===== src/rtl/cacheline_adaptor.sv =====
// cacheline_adaptor
//   Bridges a 256-bit line interface (upstream eviction write buffer) to a
//   4-beat x 64-bit burst interface (physical DRAM). One transaction is in
//   flight at a time; beats go little-end first (beat 0 = bits 63:0).
//
// Ports
//   clk, rst        : clock, asynchronous active-high reset
//   pmem_read       : line read request, held until pmem_resp
//   pmem_write      : line write request, held until pmem_resp
//   pmem_address    : line address, bits [4:0] ignored
//   pmem_wdata      : line to write, sampled when the request is accepted
//   pmem_rdata      : last assembled read line (not touched by writes)
//   pmem_resp       : one-cycle completion pulse
//   burst_read      : read burst active
//   burst_write     : write burst active
//   burst_address   : aligned captured address, 0 outside a burst
//   burst_wdata     : current write beat, 0 outside a write burst
//   burst_rdata     : incoming read beat, valid with burst_resp
//   burst_resp      : one beat transferred this cycle
//
// All outputs come straight from flops, so reset clears them immediately.

module cacheline_adaptor (
  input  logic         clk,
  input  logic         rst,
  input  logic         pmem_read,
  input  logic         pmem_write,
  input  logic [31:0]  pmem_address,
  input  logic [255:0] pmem_wdata,
  output logic [255:0] pmem_rdata,
  output logic         pmem_resp,
  output logic         burst_read,
  output logic         burst_write,
  output logic [31:0]  burst_address,
  output logic [63:0]  burst_wdata,
  input  logic [63:0]  burst_rdata,
  input  logic         burst_resp
);

  typedef enum logic [1:0] {
    IDLE  = 2'd0,
    READ  = 2'd1,
    WRITE = 2'd2,
    DONE  = 2'd3
  } state_t;

  state_t         state_r, state_nxt_s;
  logic [1:0]     cnt_r, cnt_nxt_s, cnt_inc_s;
  logic [255:0]   rline_r, rline_nxt_s;
  logic [255:0]   wline_r, wline_nxt_s;
  logic [31:0]    addr_r, addr_nxt_s;
  logic [63:0]    wdata_r, wdata_nxt_s;
  logic           rd_r, rd_nxt_s;
  logic           wr_r, wr_nxt_s;
  logic           resp_r, resp_nxt_s;

  // 2-bit increment wraps 3 -> 0, which leaves the counter clean for DONE.
  assign cnt_inc_s = cnt_r + 2'd1;

  // State and output registers with asynchronous clear.
  always_ff @(posedge clk or posedge rst) begin
    if (rst) begin
      state_r <= IDLE;
      cnt_r   <= 2'd0;
      rline_r <= 256'd0;
      wline_r <= 256'd0;
      addr_r  <= 32'd0;
      wdata_r <= 64'd0;
      rd_r    <= 1'b0;
      wr_r    <= 1'b0;
      resp_r  <= 1'b0;
    end else begin
      state_r <= state_nxt_s;
      cnt_r   <= cnt_nxt_s;
      rline_r <= rline_nxt_s;
      wline_r <= wline_nxt_s;
      addr_r  <= addr_nxt_s;
      wdata_r <= wdata_nxt_s;
      rd_r    <= rd_nxt_s;
      wr_r    <= wr_nxt_s;
      resp_r  <= resp_nxt_s;
    end
  end

  // Next-state logic; output registers are loaded with the values they must
  // show in the state being entered.
  always_comb begin
    state_nxt_s = state_r;
    cnt_nxt_s   = cnt_r;
    rline_nxt_s = rline_r;
    wline_nxt_s = wline_r;
    addr_nxt_s  = 32'd0;
    wdata_nxt_s = 64'd0;
    rd_nxt_s    = 1'b0;
    wr_nxt_s    = 1'b0;
    resp_nxt_s  = 1'b0;

    case (state_r)
      IDLE: begin
        cnt_nxt_s = 2'd0;
        // Read has priority if both requests are present.
        if (pmem_read) begin
          state_nxt_s = READ;
          addr_nxt_s  = {pmem_address[31:5], 5'd0};
          rd_nxt_s    = 1'b1;
        end else if (pmem_write) begin
          state_nxt_s = WRITE;
          addr_nxt_s  = {pmem_address[31:5], 5'd0};
          wline_nxt_s = pmem_wdata;
          wdata_nxt_s = pmem_wdata[63:0];
          wr_nxt_s    = 1'b1;
        end else begin
          state_nxt_s = IDLE;
        end
      end

      READ: begin
        addr_nxt_s = addr_r;
        rd_nxt_s   = 1'b1;
        if (burst_resp) begin
          rline_nxt_s[{cnt_r, 6'd0} +: 64] = burst_rdata;
          cnt_nxt_s = cnt_inc_s;
          if (cnt_r == 2'd3) begin
            state_nxt_s = DONE;
            addr_nxt_s  = 32'd0;
            rd_nxt_s    = 1'b0;
            resp_nxt_s  = 1'b1;
          end else begin
            state_nxt_s = READ;
          end
        end else begin
          state_nxt_s = READ;
        end
      end

      WRITE: begin
        addr_nxt_s  = addr_r;
        wr_nxt_s    = 1'b1;
        wdata_nxt_s = wline_r[{cnt_r, 6'd0} +: 64];
        if (burst_resp) begin
          cnt_nxt_s = cnt_inc_s;
          if (cnt_r == 2'd3) begin
            state_nxt_s = DONE;
            addr_nxt_s  = 32'd0;
            wr_nxt_s    = 1'b0;
            wdata_nxt_s = 64'd0;
            resp_nxt_s  = 1'b1;
          end else begin
            // Next beat must be on the bus in the following cycle.
            state_nxt_s = WRITE;
            wdata_nxt_s = wline_r[{cnt_inc_s, 6'd0} +: 64];
          end
        end else begin
          state_nxt_s = WRITE;
        end
      end

      DONE: begin
        state_nxt_s = IDLE;
      end

      default: begin
        state_nxt_s = IDLE;
        cnt_nxt_s   = 2'd0;
      end
    endcase
  end

  assign pmem_rdata    = rline_r;
  assign pmem_resp     = resp_r;
  assign burst_read    = rd_r;
  assign burst_write   = wr_r;
  assign burst_address = addr_r;
  assign burst_wdata   = wdata_r;

endmodule


===== config.mk =====
export PLATFORM = sky130hd
export DESIGN_NAME = cacheline_adaptor
export DESIGN_NICKNAME = d
export VERILOG_FILES = /design/src/rtl/cacheline_adaptor.sv
export SDC_FILE = /design/constraint.sdc
export NUM_CORES = 2
export LEC_CHECK = 0
export CAP_MARGIN = 20
export CELL_PAD_IN_SITES_DETAIL_PLACEMENT = 0
export CELL_PAD_IN_SITES_GLOBAL_PLACEMENT = 1
export CORE_AREA = 2 2 275 277
export CTS_BUF_LIST = sky130_fd_sc_hd__clkbuf_4
export CTS_CLUSTER_SIZE = 20
export DETAILED_ROUTE_END_ITERATION = 10
export DIE_AREA = 0 0 277 279
export PLACE_DENSITY_LB_ADDON = 0.1
export SYNTH_ARGS = -nofsm -noshare
export SYNTH_HDL_FRONTEND = slang
export SYNTH_SLANG_ARGS = --single-unit

===== constraint.sdc =====
create_clock -name clk -period 41.9 [get_ports clk]
set_input_delay 4.19 -clock clk [delete_from_list [all_inputs] [get_ports clk]]
set_output_delay 4.19 -clock clk [all_outputs]
set_load 0.01 [all_outputs]

==> flow_summary.ini <==
[routing]
drt_wl_total_um = 96200
via_per_inst = 5.23
remaining_drc_errors = 0
wire_per_inst_um = 23.4
drtAntennaViolNets = 0
drt_iter0_drc = 1521
dr_total_vias = 21500
drt_pass1_iterations = 7

[layout]
nets = 3375
fin_cells = 4105
final_layout_size_suffix_gt1_frac = 0.161
area_delta_synth_final_pct = 37.8
num-fill-cells = 6902

[synthesis]
synth_top_cells_by_count = nand2_1 (777), dfrtp_1 (610), a22o_1 (283)
synth_area_per_cell_um2 = 11.4
ys.warnings.count = 0
synth.area.top_cells = dfrtp_1 (59%), nand2_1 (11%), a22o_1 (9.5%), mux4_2 (5.5%), mux2_2 (5.3%)
ys.flop_type = dfrtp_1
yosys.area.top_type_share = 0.587
synth_most_common_cell = nand2_1
ys_ff_latch = 610
synth_cell_types = 37
async_flop_share = 1.00
syn_inst = 2279
ys_seq_area_frac = 0.587
synth_edf_count = 0
syn-cell-area_um2 = 26000
synth_largest_area_cell = dfrtp_1

[timing]
max_freq_mhz = 142
rsz0062_at_grt = no
relSlewSlack = 0.266
final_hold_viol_count = 0
drv_slew = 0
setup-violations-final = 0
period_minus_slack_ns = 7.04
fin_crit_sh = 0.168
tns_ns = 0
worst-slew-pin-transition_ns = 1.10
fin_worst_skew_ns = 0.0664

[critical_path]
critPathLaunchType = input port
cp.arrival_ns = 7.89
critPathRequiredTime_ns = 42.75
critPathKind = in2reg
critPathMaxFanout = 97
r2r-start = cnt_r[0]$_DFFE_PP0P_
reg2reg_slack_ns = 37.80
worstSetupEndpointType = flip-flop
startpoint = pmem_read

[clock_network]
cts_root_buffer = clkbuf_4
postCtsResizedCells = 0
ctsHoldBuffers = 0
cts_sinks = 610
clk_pin_slew_ns = 0.06
clockBufferDepth = 3
clock_latency_ns = 1.01
postCtsSetupBuffers = 0
htreeDepth = 4
cts_buffers = 169
cts_tree = built

[run_status]
status = complete, no violations

[floorplan]
dieArea_um2 = 77300
start_util = 0.351
io_pins = 712
die_h_um = 279
die_x_um = 277
rows = 100
core_um2 = 74100

[global_route]
grt_antenna_before_repair = 31
grt_pass1_vias = 22400
grt_pass1_wl_um = 146000
grt_usage = 0.248
grt_start_max_net_pins = 198
grt-ovfl-total = 0

[power]
p_seq_frac = 0.374
p_per_area_nw_per_um2 = 73.4
clkPwrFrac = 0.208
vdd_ir_drop_max_uv = 39.9
pwr-share-comb = 0.419
switchingPower_mw = 0.937
switching_share = 0.356
p_int_mw = 1.69
p_leak_nw = 16.7

[worst_hold_path]
hp-class = reg2reg
hold_start = wline_r[182]$_DFFE_PP0P_

[placement]
place_congestion = 0.870
io_buffers = 701
dp_cells = 3806
dp_hpwl_um = 62500

[job]
maxCapViolations = 0
-- layout by cell type, fill, tap and decap left out, types with 37 or more instances in the layout --
cell type / Yosys / layout
mux2_2: 122 / 122
dfrtp_1: 610 / 608
nand2_1: 777 / 775
nor2_1: 38 / 37
o31ai_1: 61 / 61
a22o_1: 283 / 283
clkdlybuf4s50_1: 0 / 700
mux4_2: 64 / 64
clkbuf_4: 0 / 249
o22ai_1: 61 / 61
-- metrics by stage --
stage               worst slack [ns]   util  area [µm²]  power, mW  hold slack [ns]
finish                         34.86  0.484       35900       2.63            0.492
global placement               33.80  0.454       33600       2.07            0.470
CTS                            34.93  0.483       35800       2.66            0.495
global route                   34.59  0.484       35900       2.80            0.517
detailed placement             33.81  0.454       33600       2.10            0.478
floorplan                      20.63      -       26000       1.61            0.454
-- metal layers --
layer  share of wire  track usage
met1            0.40        0.299
met2            0.49        0.407
met3           0.078       0.0840
met4           0.029       0.0989
met5          0.0026            0
-- power by group through the flow --
stage               combinational (mW)  sequential (mW)  clock, mW
finish                            1.10            0.983      0.546
global route                      1.19             1.01      0.599
CTS                               1.12            0.983      0.567
detailed placement                1.11            0.991          0
global placement                  1.09            0.978          0
floorplan                        0.614            0.999          0
-- logic make-up (layout without fill, tap and decap cells) --
family | count (synthesis) | in the layout | share of synthesized area
AOI/OAI and AO/OA | 425 | 425 | 0.133
muxes | 186 | 186 | 0.108
DFF | 610 | 610 | 0.587
buffers and inverters | 182 | 1023 | 0.0362
adders and majority gates | 8 | 8 | 0.00385
and+or+nand+nor | 867 | 867 | 0.132
other | 1 | 17 | 0.000144
-- area by class of cell --
type | instances | area (µm²) | area share
Tap cell | 969 | 1210 | 0.0338
Multi-Input combinational cell | 1491 | 9890 | 0.276
Timing Repair Buffer | 731 | 7280 | 0.203
Clock buffer | 249 | 1870 | 0.0521
Inverter | 7 | 33.8 | 0.000942
Clock inverter | 36 | 267 | 0.00743
Antenna cell | 12 | 30.0 | 0.000837
Sequential cell | 610 | 15300 | 0.426
-- final timing paths --
check                                              endpoint  cells past startpoint
worst max-delay path              burst_wdata[25]$_DFF_PP0_                      6
worst min-delay path               wline_r[182]$_DFFE_PP0P_                      2
worst max register to register    burst_wdata[39]$_DFF_PP0_                      6
worst min register to register     wline_r[182]$_DFFE_PP0P_                      2
max in group asynchronous          burst_wdata[0]$_DFF_PP0_                      6
min in group asynchronous       pmem_rdata[253]$_DFFE_PP0P_                      2
-- worst max-delay path: stages --
cell             delay, ns
clkdlybuf4s50_1       0.45
and3b_4               0.92
buf_4                 0.88
buf_4                 0.91
nand2_1               0.21
o31ai_1               0.13
-- registers in the layout (all words and copies together), names as in the netlist --
signal and flops:
state_r 2, burst_read 1, cnt_r 2, burst_address 27
pmem_rdata 256, burst_write 1, burst_wdata 64, pmem_resp 1
wline_r 256
(Power assumes the default switching activity.)
